==> config.mk <==
export PLATFORM = sky130hd
export DESIGN_NAME = writeback_stage_p
export DESIGN_NICKNAME = d
export VERILOG_FILES = /design/src/rtl/writeback_stage_p.sv
export SDC_FILE = /design/constraint.sdc
export NUM_CORES = 1
export LEC_CHECK = 0
export ABC_CLOCK_PERIOD_IN_PS = 2750
export CORE_AREA = 2 2 106 108
export CTS_CLUSTER_SIZE = 40
export DETAILED_ROUTE_END_ITERATION = 16
export DIE_AREA = 0 0 108 110
export PLACE_DENSITY_LB_ADDON = 0.25
export SKIP_CTS_REPAIR_TIMING = 1
export SLEW_MARGIN = 20
export SYNTH_ARGS = -nofsm -noshare
export SYNTH_HDL_FRONTEND = slang
export SYNTH_SLANG_ARGS = --single-unit
==> constraint.sdc <==
create_clock -name clk -period 2.75 [get_ports clk]
set_input_delay 0.55 -clock clk [delete_from_list [all_inputs] [get_ports clk]]
set_output_delay 0.55 -clock clk [all_outputs]
set_load 0.05 [all_outputs]
==> src/rtl/writeback_stage_p.sv <==
// Writeback stage: result select, load lane extraction and extension, load stall,
// and a registered commit stage that drives the register-file write port.
module writeback_stage_p #(
  parameter int XLEN     = 32,
  parameter int REG_AW   = 5,
  parameter int RETIRE_W = 32
) (
  input  logic                clk,
  input  logic                rst,
  input  logic                ValidW,
  input  logic                RegWriteW,
  input  logic [REG_AW-1:0]   RdW,
  input  logic [1:0]          ResultSrcW,
  input  logic [1:0]          LoadSizeW,
  input  logic                LoadUnsignedW,
  input  logic [XLEN-1:0]     ALU_ResultW,
  input  logic [XLEN-1:0]     ReadDataW,
  input  logic [XLEN-1:0]     PCPlus4W,
  input  logic [XLEN-1:0]     ImmExtW,
  input  logic                o_p_waitrequest,
  output logic                StallW,
  output logic [XLEN-1:0]     ResultW,
  output logic [REG_AW-1:0]   RdC,
  output logic                RegWriteC,
  output logic [RETIRE_W-1:0] RetireCount
);

  localparam int OFF_W = $clog2(XLEN / 8);

  logic [OFF_W-1:0]    off_m;
  logic [7:0]          lane_bits;
  logic [XLEN-1:0]     shifted;
  logic [XLEN-1:0]     lane_mask;
  logic [XLEN-1:0]     sign_bit;
  logic                lane_neg;
  logic [XLEN-1:0]     load_data;
  logic [XLEN-1:0]     result_next;
  logic                commit;

  logic [XLEN-1:0]     result_reg;
  logic [REG_AW-1:0]   rd_reg;
  logic                we_reg;
  logic [RETIRE_W-1:0] retire_reg;

  // Misaligned accesses are not trapped: low offset bits below the access size are dropped.
  always_comb begin
    off_m     = ALU_ResultW[OFF_W-1:0];
    lane_bits = 8'd8;
    case (LoadSizeW)
      2'b00: lane_bits = 8'd8;
      2'b01: begin
        off_m[0]  = 1'b0;
        lane_bits = 8'd16;
      end
      2'b10: begin
        off_m[1:0] = 2'b00;
        lane_bits  = 8'd32;
      end
      default: begin
        if (XLEN == 64) begin
          off_m     = '0;
          lane_bits = 8'd64;
        end else begin
          off_m[1:0] = 2'b00;
          lane_bits  = 8'd32;
        end
      end
    endcase
  end

  // Lane is shifted down to bit 0, then masked and sign- or zero-filled above its width.
  assign shifted   = ReadDataW >> {off_m, 3'b000};
  assign lane_mask = {XLEN{1'b1}} >> (8'(XLEN) - lane_bits);
  assign sign_bit  = lane_mask ^ (lane_mask >> 1);
  assign lane_neg  = ~LoadUnsignedW & (|(shifted & sign_bit));
  assign load_data = (shifted & lane_mask) | (lane_neg ? ~lane_mask : '0);

  always_comb begin
    result_next = ALU_ResultW;
    case (ResultSrcW)
      2'b00:   result_next = ALU_ResultW;
      2'b01:   result_next = load_data;
      2'b10:   result_next = PCPlus4W;
      default: result_next = ImmExtW;
    endcase
  end

  assign StallW = ValidW & (ResultSrcW == 2'b01) & o_p_waitrequest;
  assign commit = ValidW & ~StallW;

  always_ff @(posedge clk or posedge rst) begin
    if (rst) begin
      result_reg <= '0;
      rd_reg     <= '0;
      we_reg     <= 1'b0;
      retire_reg <= '0;
    end else begin
      we_reg <= commit & RegWriteW & (RdW != '0);
      if (commit) begin
        result_reg <= result_next;
        rd_reg     <= RdW;
        retire_reg <= retire_reg + RETIRE_W'(1);
      end
    end
  end

  assign ResultW     = result_reg;
  assign RdC         = rd_reg;
  assign RegWriteC   = we_reg;
  assign RetireCount = retire_reg;

endmodule

* Word level (Yosys, flattened, before mapping)
Index checks and enable logic that the tools add are counted.
** Storage, ports and cells
- Bits in registers :: 70
- Output and inout bits :: 71
** Operators by class
- Add/sub/neg operators :: 2
- Equality and inequality tests :: 3
- Shift operators :: 2
- Multiplexer cells :: 5
- Bitwise operators :: 13
- Reductions and logical operators :: 5
** Operator list (count)
- $pmux W32 S3 :: 1
- $and A32 B32 Y32 :: 2
- $add A32 B1 Y32 const B :: 1
- $mux W32 :: 1
- $not A32 Y32 :: 1
- $or A32 B32 Y32 :: 1
- $reduce_or A32 Y1 :: 1
- $shr A32 B5 Y32 :: 1
- $shr A32 B8 Y32 const A :: 1
- $xor A32 B31 Y32 :: 1
- $pmux W6 S2 :: 1
- $sub A6 B8 Y8 const A :: 1
- $and A1 B1 Y1 :: 6
- $reduce_bool A5 Y1 :: 1
- $eq A2 B1 Y1 const B :: 2
- $logic_not A2 Y1 :: 2
- $eq A2 B2 Y1 const B :: 1
- $mux W1 :: 2
- $not A1 Y1 :: 2
- $reduce_or A2 Y1 :: 1

* Logic depth before layout (Yosys ltp)
- Word-level depth :: 11
- Mapped depth :: 9
- Depth with buffers taken out :: 8

* Least setup slack after synthesis
OpenSTA, ideal clock, no wires.
- Kind :: input -> register
- Start point :: in LoadSizeW[0]
- End point :: reg result_reg[18], in the netlist ResultW[18]
- Library setup time :: 0.124 ns
- Arrival time :: 2.280 ns
- Data required time :: 2.626 ns
- Setup slack :: 0.346 ns
- Cell stages on the path :: 9
- Path buffers :: 1
- Cells stage by stage :: nor2_1 -> inv_1 -> ha_1 -> nand2b_1 -> clkbuf_1 -> a2111oi_0 -> a2111oi_0 -> a22o_2 -> a211o_1
** Between the ends
- Cells in the longest elaborated chain, start to end :: 11
** RTL lines
- start: declaration :: line 14 : input logic [1:0] LoadSizeW,
- $eq A2 B1 Y1 / $logic_not A2 Y1 (equally long branches) :: line 49 : case (LoadSizeW)
- $pmux W6 S2 :: line 49
- $sub A6 B8 Y8 :: line 73 : assign lane_mask = {XLEN{1'b1}} >> (8'(XLEN) - lane_bits);
- $shr A32 B8 Y32 :: line 73
- $xor A32 B31 Y32 :: line 74 : assign sign_bit = lane_mask ^ (lane_mask >> 1);
- $and A32 B32 Y32 :: line 75 : assign lane_neg = ~LoadUnsignedW & (|(shifted & sign_bit));
- $reduce_or A32 Y1 :: line 75
- $and A1 B1 Y1 :: line 75
- $mux W32 :: line 76 : assign load_data = (shifted & lane_mask) | (lane_neg ? ~lane_mask : '0);
- $or A32 B32 Y32 (*) :: line 76
- $pmux W32 S3 (*) :: line 80 : case (ResultSrcW)
- end signal: assignment :: line 100 : result_reg <= result_next;
- end: declaration :: line 40 : logic [XLEN-1:0] result_reg;
Mark *: on every way between the ends. The rest lies on a longest branch, timed or not.
A chain may end at the register's enable or synchronous reset.

* Worst setup path in the final report
- Start point :: in LoadSizeW[1]
- End point :: reg result_reg[19], in the netlist ResultW[19]
Same word-level chain as after synthesis.

==> out/results.ini <==
[floorplan]
die-height_um = 110
floorplan.die_area_um2 = 11900
starting_density_of_the_core_pct = 39.4
coreArea_um2 = 10700
io-pin-count = 214
std_cell_rows = 38
width_of_the_chip_um = 108

[clock_network]
clock_tree.root_cell = sky130_fd_sc_hd__clkbuf_8
tritoncts = done
cts_buffers = 9
clk_latency_ns = 0.34
clk_transition_reported_paths_ns = 0.08
clock_tree.buffer_depth = 2
ctsHtreeMaxLevel = 3
sink_count = 70

[placed_design]
globalplace.congestion = 0.912
port_buffers = 213
place_inst = 771
hpwl_mm = 11.7

[global_route]
global_route_wire_length_before_repair_mm = 22.0
grt_overflow = 0
largest_net_degree_at_the_start_of_global_routing = 33
global_route.usage.total_pct = 24.2
first_global_vias = 4271
initial_antenna_violation_count = 0

[timing]
report.final.hold_viol_count = 0
timing.fmax_ghz = 0.384
setup_viol_count_final = 0
slew_violations = 0
fin_skew_ns = 0.0126
rsz0062_at_grt = false
timing_worst_slew_pin_value_ns = 0.994
timing.final.crit_share_pct = 94.7
timing.final.crit_period_ns = 2.61
relSlewSlack_pct = 33.7

[yosys]
synthSimpleGateAreaFrac_pct = 16.1
yosys-mux-area-fraction_pct = 16.9
synth_top_family_by_area = multiplexers
synth_xor_xnor_area_share_pct = 6.44
netlist-cell-type-count = 45
synth_area_um2 = 4210
synth_fa_ha_area_share_pct = 1.19
synth_area_per_cell_um2 = 10.2
yosysWarnings = 0
yosysSeqAreaShare_pct = 41.6
synth_compound_gate_area_share_pct = 14.8
postSynthCellCount = 415
mappedNetlistNets = 562
synth-seq-cells = 70

[route]
final_antenna_net_count = 0
drt-pass1-iter-count = 4
route.met3.wl_mm = 1.17
drc = 0
top_signal_layer_used = met4
postRouteWirelength_mm = 14.5
vias = 4215
drt_iter0_markers = 208
wl_met1_mm = 6.13
detailroute.wirelength.met2_mm = 6.91
avgRoutedWirePerCell_um = 18.4
vias_per_cell = 5.36

[setup_path]
worst_r2r_endpoint = RetireCount[26]$_DFFE_PP0P_
crit_path_largest_cell_delay_ns = 0.48
timing.setup.critical_path_class = primary input to flop
timing.critical_path.mode_cell = sky130_fd_sc_hd__a2111oi_2
ff2ff_path_depth = 6
cp_slowest_cell = sky130_fd_sc_hd__clkdlybuf4s50_1
critPathArrivalTime_ns = 2.83
reg2reg_slack_ns = 1.00
crit_path_max_fo = 8
cp_cell_sequence = clkdlybuf4s50_1 -> nor2_1 -> inv_1 -> ha_1 -> nand2b_1 -> a2111oi_2 -> a2111oi_2 -> a22o_2 -> a211o_1
cp.required_ns = 2.98
crit_path_start_kind = primary input
endpoint_kind = flop
reg2reg_from = RetireCount[8]$_DFFE_PP0P_

[hold_path]
holdCritPathClass = flop to flop
timing.hold.worst_path_depth = 2
hold_start = RdC[0]$_DFFE_PP0P_
hold-path-endpoint = RdC[0]$_DFFE_PP0P_

[cells_and_area]
final_core_utilization_pct = 64.1
flow.area_growth_from_synthesis_pct = 62.8
drive_above_1_share_pct = 15.0
fin_cells = 787
nFillCells = 921
diodes = 0
fin_nets = 789

[job]
max-cap-violations = 0

[power_and_ir_drop]
ir_worst_vdd_mv = 0.331
power_leakage_nw = 2.90
powerDensity_nw_per_um2 = 497

[status]
status = completed

==> stage by stage <==
| stage | hold slack, ns | TNS, ns | power [mW] | setup slack (ns) | area [um2] |
|---|---|---|---|---|---|
| floorplan | 0.655 | 0 | 2.02 | 0.346 | 4210 |
| global placement | 0.460 | -3.88 | 2.62 | -0.247 | 6660 |
| detailed placement | 0.463 | -5.32 | 2.64 | -0.371 | 6660 |
| CTS | 0.482 | -0.0475 | 3.43 | -0.0203 | 6840 |
| global route | 0.496 | 0 | 3.56 | 0.0688 | 6860 |
| finish | 0.475 | 0 | 3.41 | 0.144 | 6860 |
==> sequential cells by signal (all words and copies together) (netlist names) <==
signal,flops
ResultW,32
RetireCount,32
RdC,5
RegWriteC,1
==> kinds of logic (layout without fill, tap and decap cells) <==
| family | count (synthesis) | count (layout) |
|---|---|---|
| multiplexers | 57 | 57 |
| AO/OA/AOI/OAI | 80 | 80 |
| flip-flops | 70 | 70 |
| adder cells (fa/ha/maj) | 4 | 4 |
| XOR/XNOR | 31 | 31 |
| AND/OR/NAND/NOR | 143 | 143 |
| buffers and inverters | 30 | 262 |
==> synthesized netlist by cell type, drive strengths merged <==
library cell / n / area (um2)
a2111oi: 2 / 17.5
a211o: 8 / 70.1
a211oi: 9 / 67.6
a221oi: 16 / 140
a22o: 1 / 10.0
a22oi: 9 / 67.6
a31o: 8 / 70.1
and2: 5 / 31.3
and2b: 1 / 7.51
and3: 3 / 18.8
and3b: 1 / 8.76
and4: 5 / 43.8
buf: 8 / 43.8
clkbuf: 17 / 63.8
clkinv: 1 / 3.75
dfrtp: 70 / 1750
ha: 4 / 50.1
inv: 4 / 15.0
mux2: 24 / 270
mux2i: 25 / 263
mux4: 8 / 180
nand2: 51 / 191
nand2b: 3 / 18.8
nand3: 10 / 50.1
nand3b: 1 / 7.51
nand4: 9 / 56.3
nand4b: 1 / 8.76
nor2: 43 / 161
nor2b: 1 / 6.26
nor3: 4 / 20.0
nor3b: 1 / 7.51
nor4b: 1 / 15.0
nor4bb: 1 / 10.0
o21ai: 11 / 58.8
o221ai: 8 / 70.1
o22ai: 8 / 50.1
or3b: 1 / 8.76
or4: 1 / 7.51
xnor2: 27 / 236
xor2: 4 / 35.0
==> cell type report <==
class | instances | area, um2 | area share, %
clock buffers | 9 | 124 | 1.81
clock inverters | 7 | 61.3 | 0.894
repair buffers | 241 | 2370 | 34.5
multi-input cells | 315 | 2360 | 34.4
well taps | 140 | 175 | 2.55
flip-flops and latches | 70 | 1750 | 25.5
inverters | 5 | 18.8 | 0.274
==> placed cells by master (no fill, tap or decap), types with 9 or more instances in the layout <==
master,count
sky130_fd_sc_hd__clkdlybuf4s50_1,210
sky130_fd_sc_hd__dfrtp_1,70
sky130_fd_sc_hd__nand2_1,51
sky130_fd_sc_hd__nor2_1,42
sky130_fd_sc_hd__xnor2_1,27
sky130_fd_sc_hd__buf_4,26
sky130_fd_sc_hd__mux2_2,24
sky130_fd_sc_hd__mux2i_1,24
sky130_fd_sc_hd__a221oi_1,16
sky130_fd_sc_hd__nand3_1,10
sky130_fd_sc_hd__a211oi_1,9
sky130_fd_sc_hd__o21ai_0,9
sky130_fd_sc_hd__nand4_1,9
sky130_fd_sc_hd__clkbuf_8,9
==> worst max path at each step <==
stage | slack, ns | from | endpoint | cells past startpoint
6_report | 0.14 | LoadSizeW[1] | ResultW[19]$_DFFE_PP0P_ | 9
3_3_place_gp | -0.25 | LoadSizeW[0] | ResultW[16]$_DFFE_PP0P_ | 10
2_1_floorplan | 0.35 | LoadSizeW[0] | ResultW[18]$_DFFE_PP0P_ | 9
4_1_cts | -0.02 | LoadSizeW[1] | ResultW[27]$_DFFE_PP0P_ | 10
5_1_grt | 0.07 | LoadSizeW[1] | ResultW[21]$_DFFE_PP0P_ | 9
3_5_place_dp | -0.37 | LoadSizeW[0] | ResultW[27]$_DFFE_PP0P_ | 10
==> where the power goes <==
group / internal, mW / total (mW) / switching (mW)
registers: 1.15 / 1.25 / 0.102
logic: 0.591 / 1.37 / 0.775
clock network: 0.345 / 0.794 / 0.449
==> per-layer routing <==
layer  vias to the layer above  track usage, %
met5                         -               0
met2                       192            41.2
met1                      2014            30.3
met4                         0            8.06
met3                        18            6.00
li1                       1991               -
==> worst max-delay path, delay by kind of cell <==
family          cells  cell delay, ns
simple gates        2            0.35
buf+inv             2            0.56
compound gates      4            1.16
fa+ha+maj           1            0.20
Note: power is estimated with default switching activity, not from simulation.
